===== config.mk =====
export PLATFORM = sky130hd
export DESIGN_NAME = dmem_arbiter
export DESIGN_NICKNAME = d
export VERILOG_FILES = /design/src/rtl/dmem_arbiter.sv
export SDC_FILE = /design/constraint.sdc
export NUM_CORES = 1
export LEC_CHECK = 0
export ABC_AREA = 1
export CORE_AREA = 4 4 121 123
export CTS_BUF_LIST = sky130_fd_sc_hd__clkbuf_4 sky130_fd_sc_hd__clkbuf_8
export CTS_CLUSTER_SIZE = 14
export DETAILED_ROUTE_END_ITERATION = 8
export DIE_AREA = 0 0 125 127
export GPL_TIMING_DRIVEN = 0
export HOLD_SLACK_MARGIN = 0.1
export SETUP_SLACK_MARGIN = 0.4
export SYNTH_ARGS = -nofsm -noshare
export SYNTH_HDL_FRONTEND = slang
export SYNTH_SLANG_ARGS = --single-unit

===== constraint.sdc =====
create_clock -name clk_i -period 5.9 [get_ports clk_i]
set_input_delay 1.18 -clock clk_i [delete_from_list [all_inputs] [get_ports clk_i]]
set_output_delay 1.18 -clock clk_i [all_outputs]
set_load 0.01 [all_outputs]

===== src/rtl/dmem_arbiter.sv =====
// Two-master data-memory arbiter: alternating priority, range/alignment check,
// one-cycle pipelined response slot.
module dmem_arbiter #(
  parameter logic [31:0] BASE_ADDR  = 32'h88000000,
  parameter int unsigned SIZE_BYTES = 1024
) (
  input  logic        clk_i,
  input  logic        rst_i,
  input  logic        m0_req_i,
  input  logic        m0_we_i,
  input  logic [31:0] m0_addr_i,
  input  logic [3:0]  m0_be_i,
  input  logic [31:0] m0_wdata_i,
  output logic        m0_gnt_o,
  output logic        m0_rvalid_o,
  output logic [31:0] m0_rdata_o,
  output logic        m0_err_o,
  input  logic        m1_req_i,
  input  logic        m1_we_i,
  input  logic [31:0] m1_addr_i,
  input  logic [3:0]  m1_be_i,
  input  logic [31:0] m1_wdata_i,
  output logic        m1_gnt_o,
  output logic        m1_rvalid_o,
  output logic [31:0] m1_rdata_o,
  output logic        m1_err_o,
  output logic        mem_req_o,
  output logic        mem_we_o,
  output logic [31:0] mem_addr_o,
  output logic [3:0]  mem_be_o,
  output logic [31:0] mem_wdata_o,
  input  logic [31:0] mem_rdata_i
);

  localparam logic [31:0] SIZE_W = 32'(SIZE_BYTES);

  logic        ptr;
  logic        rsp_valid;
  logic        rsp_id;
  logic        rsp_err;
  logic        rsp_read;

  logic [1:0]  gnt;
  logic        any_gnt;
  logic        sel;
  logic        sel_we;
  logic [31:0] sel_addr;
  logic [3:0]  sel_be;
  logic [31:0] sel_wdata;
  logic [31:0] offset;
  logic [1:0]  lo;
  logic        in_range;
  logic        legal;
  logic        access_ok;

  // Grant selection and access qualification for the winning master.
  always_comb begin
    gnt = 2'b00;
    if (!rst_i) begin
      if (m0_req_i && m1_req_i) gnt = ptr ? 2'b10 : 2'b01;
      else                      gnt = {m1_req_i, m0_req_i};
    end
    any_gnt   = |gnt;
    sel       = gnt[1];
    sel_we    = sel ? m1_we_i    : m0_we_i;
    sel_addr  = sel ? m1_addr_i  : m0_addr_i;
    sel_be    = sel ? m1_be_i    : m0_be_i;
    sel_wdata = sel ? m1_wdata_i : m0_wdata_i;
    offset    = sel_addr - BASE_ADDR;
    lo        = sel_addr[1:0];
    in_range  = offset < SIZE_W;
    legal     = ((sel_be == 4'b1111) && (lo == 2'd0)) ||
                (((sel_be == 4'b0011) || (sel_be == 4'b1100)) &&
                 (sel_be == 4'(4'b0011 << lo)) && !lo[0]) ||
                (sel_be == 4'(4'b0001 << lo));
    access_ok = any_gnt && in_range && legal;
  end

  assign m0_gnt_o    = gnt[0];
  assign m1_gnt_o    = gnt[1];
  assign mem_req_o   = access_ok;
  assign mem_we_o    = access_ok && sel_we;
  assign mem_addr_o  = any_gnt ? (offset & ~32'd3) : 32'd0;
  assign mem_be_o    = any_gnt ? sel_be : 4'd0;
  assign mem_wdata_o = any_gnt ? sel_wdata : 32'd0;

  // Priority pointer and the single response slot, rewritten every cycle.
  always_ff @(posedge clk_i or posedge rst_i) begin
    if (rst_i) begin
      ptr       <= 1'b0;
      rsp_valid <= 1'b0;
      rsp_id    <= 1'b0;
      rsp_err   <= 1'b0;
      rsp_read  <= 1'b0;
    end else begin
      if (any_gnt) ptr <= ~sel;
      rsp_valid <= any_gnt;
      rsp_id    <= sel;
      rsp_err   <= ~(in_range && legal);
      rsp_read  <= ~sel_we;
    end
  end

  assign m0_rvalid_o = rsp_valid && !rsp_id;
  assign m1_rvalid_o = rsp_valid && rsp_id;
  assign m0_err_o    = m0_rvalid_o && rsp_err;
  assign m1_err_o    = m1_rvalid_o && rsp_err;
  assign m0_rdata_o  = (m0_rvalid_o && rsp_read && !rsp_err) ? mem_rdata_i : 32'd0;
  assign m1_rdata_o  = (m1_rvalid_o && rsp_read && !rsp_err) ? mem_rdata_i : 32'd0;

endmodule


==> metrics, run 1 <==
Top Metal Used met4; die height 127 um; Final Power 0.000481 W; diode count 0; # rows 43; placed cell count 957; TritonCTS clock tree done; met3 WL post-DR roughly 1400 um; fill count 1492; crit path DAT 4.04 ns; pin count of the biggest net entering global routing 12; period utilization 88.4%; Setup crit start kind input port; status completed; area added between synthesis and finish 158%; switching pwr around 0.00018 W; hold buffers post-CTS 0; Clk Latency, worst-skew pair 0.22 ns; DRC 0; WHS Endpoint ptr$_DFFE_PP0P_; initial DRC count 74; Clock Skew 0.000776 ns; CTS resizes 0; synth top area cells nor2_1 30%, nand2_1 12%, inv_1 11%, o21ai_0 9.5%, nand3_1 6.8%; Async SR Flop Fraction 100%; Die W 125 um; synth unique cells 26; routability congestion estimate from global placement 0.803; Synth Instances 465; R2R Path End rsp_err$_DFF_PP0_; first-pass GRT wire length around 20000 um; Setup crit end kind output port; MaxCap Viol Count 0; setup_tns 0 ns; post-synthesis register bit count 5; post-CTS setup buffers 0; number of vias in the routed layout ~4000; top-area cell type share of the netlist area 30.4%; vias in the first global route 3750; Vias/cell around 4.0; average wire per standard cell between 10 and 15 um; RSZ-0062 raised after global routing false; Core Box Area 13700 um^2; hold_sp ptr$_DFFE_PP0P_; final hold slack 0.505 ns; # port buffers 311; Final setup violation count 0; Cell Area, Synth between 2000 and 2500 um^2; gr usage total between 10% and 20%; Post-synth top flop dfrtp_1; Yosys Warn Count 0; largest area contributor in the netlist nor2_1; M1 WL 4990 um; post-synthesis sequential area ratio 5.82%; minimum clock period about 5.2 ns; Max VDD drop about 0.044 mV; Longest Clk Path Bufs 2; Total Routed Length 13500 um; Starting Density between 15 and 20%; Hold Vio Cnt, Final 0; number of flops mapped to enable cells by yosys 0; crit-path max FO 10; Logic pwr share 77.7%; sequential power share about 8.0%; worst path required time 4.72 ns; CP Class input port to output port; clock buffers created by TritonCTS 3; Slew HR 63.1%; clock network power share 14.3%; Die Area 15900 um^2; Reg2Reg Setup Slack between 3 and 4 ns; fin cells 961; Worst-path clk slew 0.04 ns; CTS Root Cell clkbuf_8; first drt pass iteration count 4; Slew @ Worst Pin 0.554 ns; CTS Sinks 5; Hold Path Depth 2; layout cell share with drive strength beyond 1 3.59%; DR WL met2 6970 um; initial antenna violation count 0; Hold Path Class register to register; I/O Pins 314; H-tree Lvls 1; fmax around 190 MHz; post-route ant nets 0; nets@finish 961; switch share between 30% and 40%; final slew viol count 0; hpwl dp 11900 um; pwr/cell area 86.8 nW/um^2; worst r2r src ptr$_DFFE_PP0P_; Lkg Pwr ~2.5 nW; Avg Synthesized Cell Area 4.62 um^2; Internal ~0.0003 W; Congestion Overflow GR 0; r2r worst-path depth 13
[worst max path at each step]
stage               startpoint  endpoint  cells after the start
floorplan             m1_req_i  mem_we_o                     15
global placement         rst_i  mem_we_o                     16
detailed placement       rst_i  mem_we_o                     16
CTS                      rst_i  mem_we_o                     16
global route             rst_i  mem_we_o                     16
finish                   rst_i  mem_we_o                     16
[critical path, stage by stage]
cell             delay, ns
clkdlybuf4s50_1       0.50
nor2_4                0.21
nand2_4               0.12
buf_6                 0.17
nand2_1               0.09
o21ai_2               0.08
ha_1                  0.30
inv_1                 0.05
nor2_2                0.09
nand2_1               0.05
nor2_1                0.09
nand3_1               0.09
nor2_2                0.17
nand3_1               0.15
nor2_1                0.13
clkdlybuf4s50_1       0.56
[synth_stat cells (all sizes together), types with 2 or more instances]
master / count
a21oi: 15
buf: 10
clkbuf: 20
dfrtp: 5
ha: 5
inv: 65
nand2: 77
nand3: 29
nand3b: 4
nand4: 2
nor2: 178
o21ai: 49
xor2: 2
[power groups by stage]
stage	clock [W]	combinational [W]	sequential, W
CTS	0.0000698	0.000380	0.0000385
global route	0.0000720	0.000409	0.0000388
detailed placement	0	0.000378	0.0000390
finish	0.0000689	0.000374	0.0000384
global placement	0	0.000378	0.0000389
floorplan	0	0.000149	0.0000384
[cell families after synthesis]
| family | count (synthesis) | share of synthesized area [%] |
|---|---|---|
| buffers and inverters | 95 | 18.6 |
| DFF | 5 | 5.82 |
| muxes | 1 | 0.466 |
| xor gates and xnor gates | 3 | 1.22 |
| AOI/OAI and AO/OA | 65 | 15.6 |
| adders and majority gates | 5 | 2.91 |
| other | 1 | 0.174 |
| and+or+nand+nor | 290 | 55.2 |
[cell usage in the layout (no fill, tap or decap), drive strengths merged]
cell type / n
dfrtp: 5
nor2: 178
nand3b: 4
clkbuf: 24
conb: 2
buf: 10
nand3: 29
clkdlybuf4s50: 311
o21ai: 49
nand4: 2
xnor2: 1
xor2: 2
inv: 65
mux2i: 1
nand2: 77
a21oi: 15
o21a: 1
ha: 5
[area by class of cell]
type | count | area, um^2 | share of cell area [%]
inverter | 65 | 244 | 4.40
multi-input combinational | 366 | 1630 | 29.4
timing repair buffer | 311 | 3110 | 56.2
tap | 180 | 225 | 4.07
clock buffer | 4 | 48.8 | 0.881
sequential | 5 | 125 | 2.26
buffer | 30 | 155 | 2.80
[state kept, by name, summed over array words and instances (netlist names)]
register,cells
rsp_err,1
ptr,1
rsp_id,1
rsp_valid,1
rsp_read,1
[layer usage]
| metal | up-vias | GRT usage [%] |
|---|---|---|
| li1 | 2040 | - |
| met1 | 1637 | 16.3 |
| met2 | 202 | 29.8 |
| met3 | 10 | 4.97 |
| met4 | 0 | 2.93 |
| met5 | - | 0 |
[stage by stage]
| stage | cell area (um^2) | worst slack [ns] | util (%) |
|---|---|---|---|
| after floorplan | 2150 | 1.99 | - |
| after global placement | 5490 | 0.638 | 40.2 |
| after detailed placement | 5490 | 0.613 | 40.2 |
| after CTS | 5540 | 0.602 | 40.5 |
| after global routing | 5540 | 0.431 | 40.5 |
| final | 5540 | 0.683 | 40.5 |
No activity file was read; power rests on OpenSTA's default activity.
==> inputs of run 2 (changes only) <==
==> constraint.sdc (replaced) <==
create_clock -name clk_i -period 5.9 [get_ports clk_i]
set_input_delay 0.885 -clock clk_i [delete_from_list [all_inputs] [get_ports clk_i]]
set_output_delay 0.885 -clock clk_i [all_outputs]
set_load 0.01 [all_outputs]
==> results of run 2 <==
Same layout as run 1 (identical final DEF). Status: completed.
Among the figures that moved: setup slack after placement 0.613 ns -> 1.20 ns; setup slack after layout 0.683 ns -> 1.27 ns
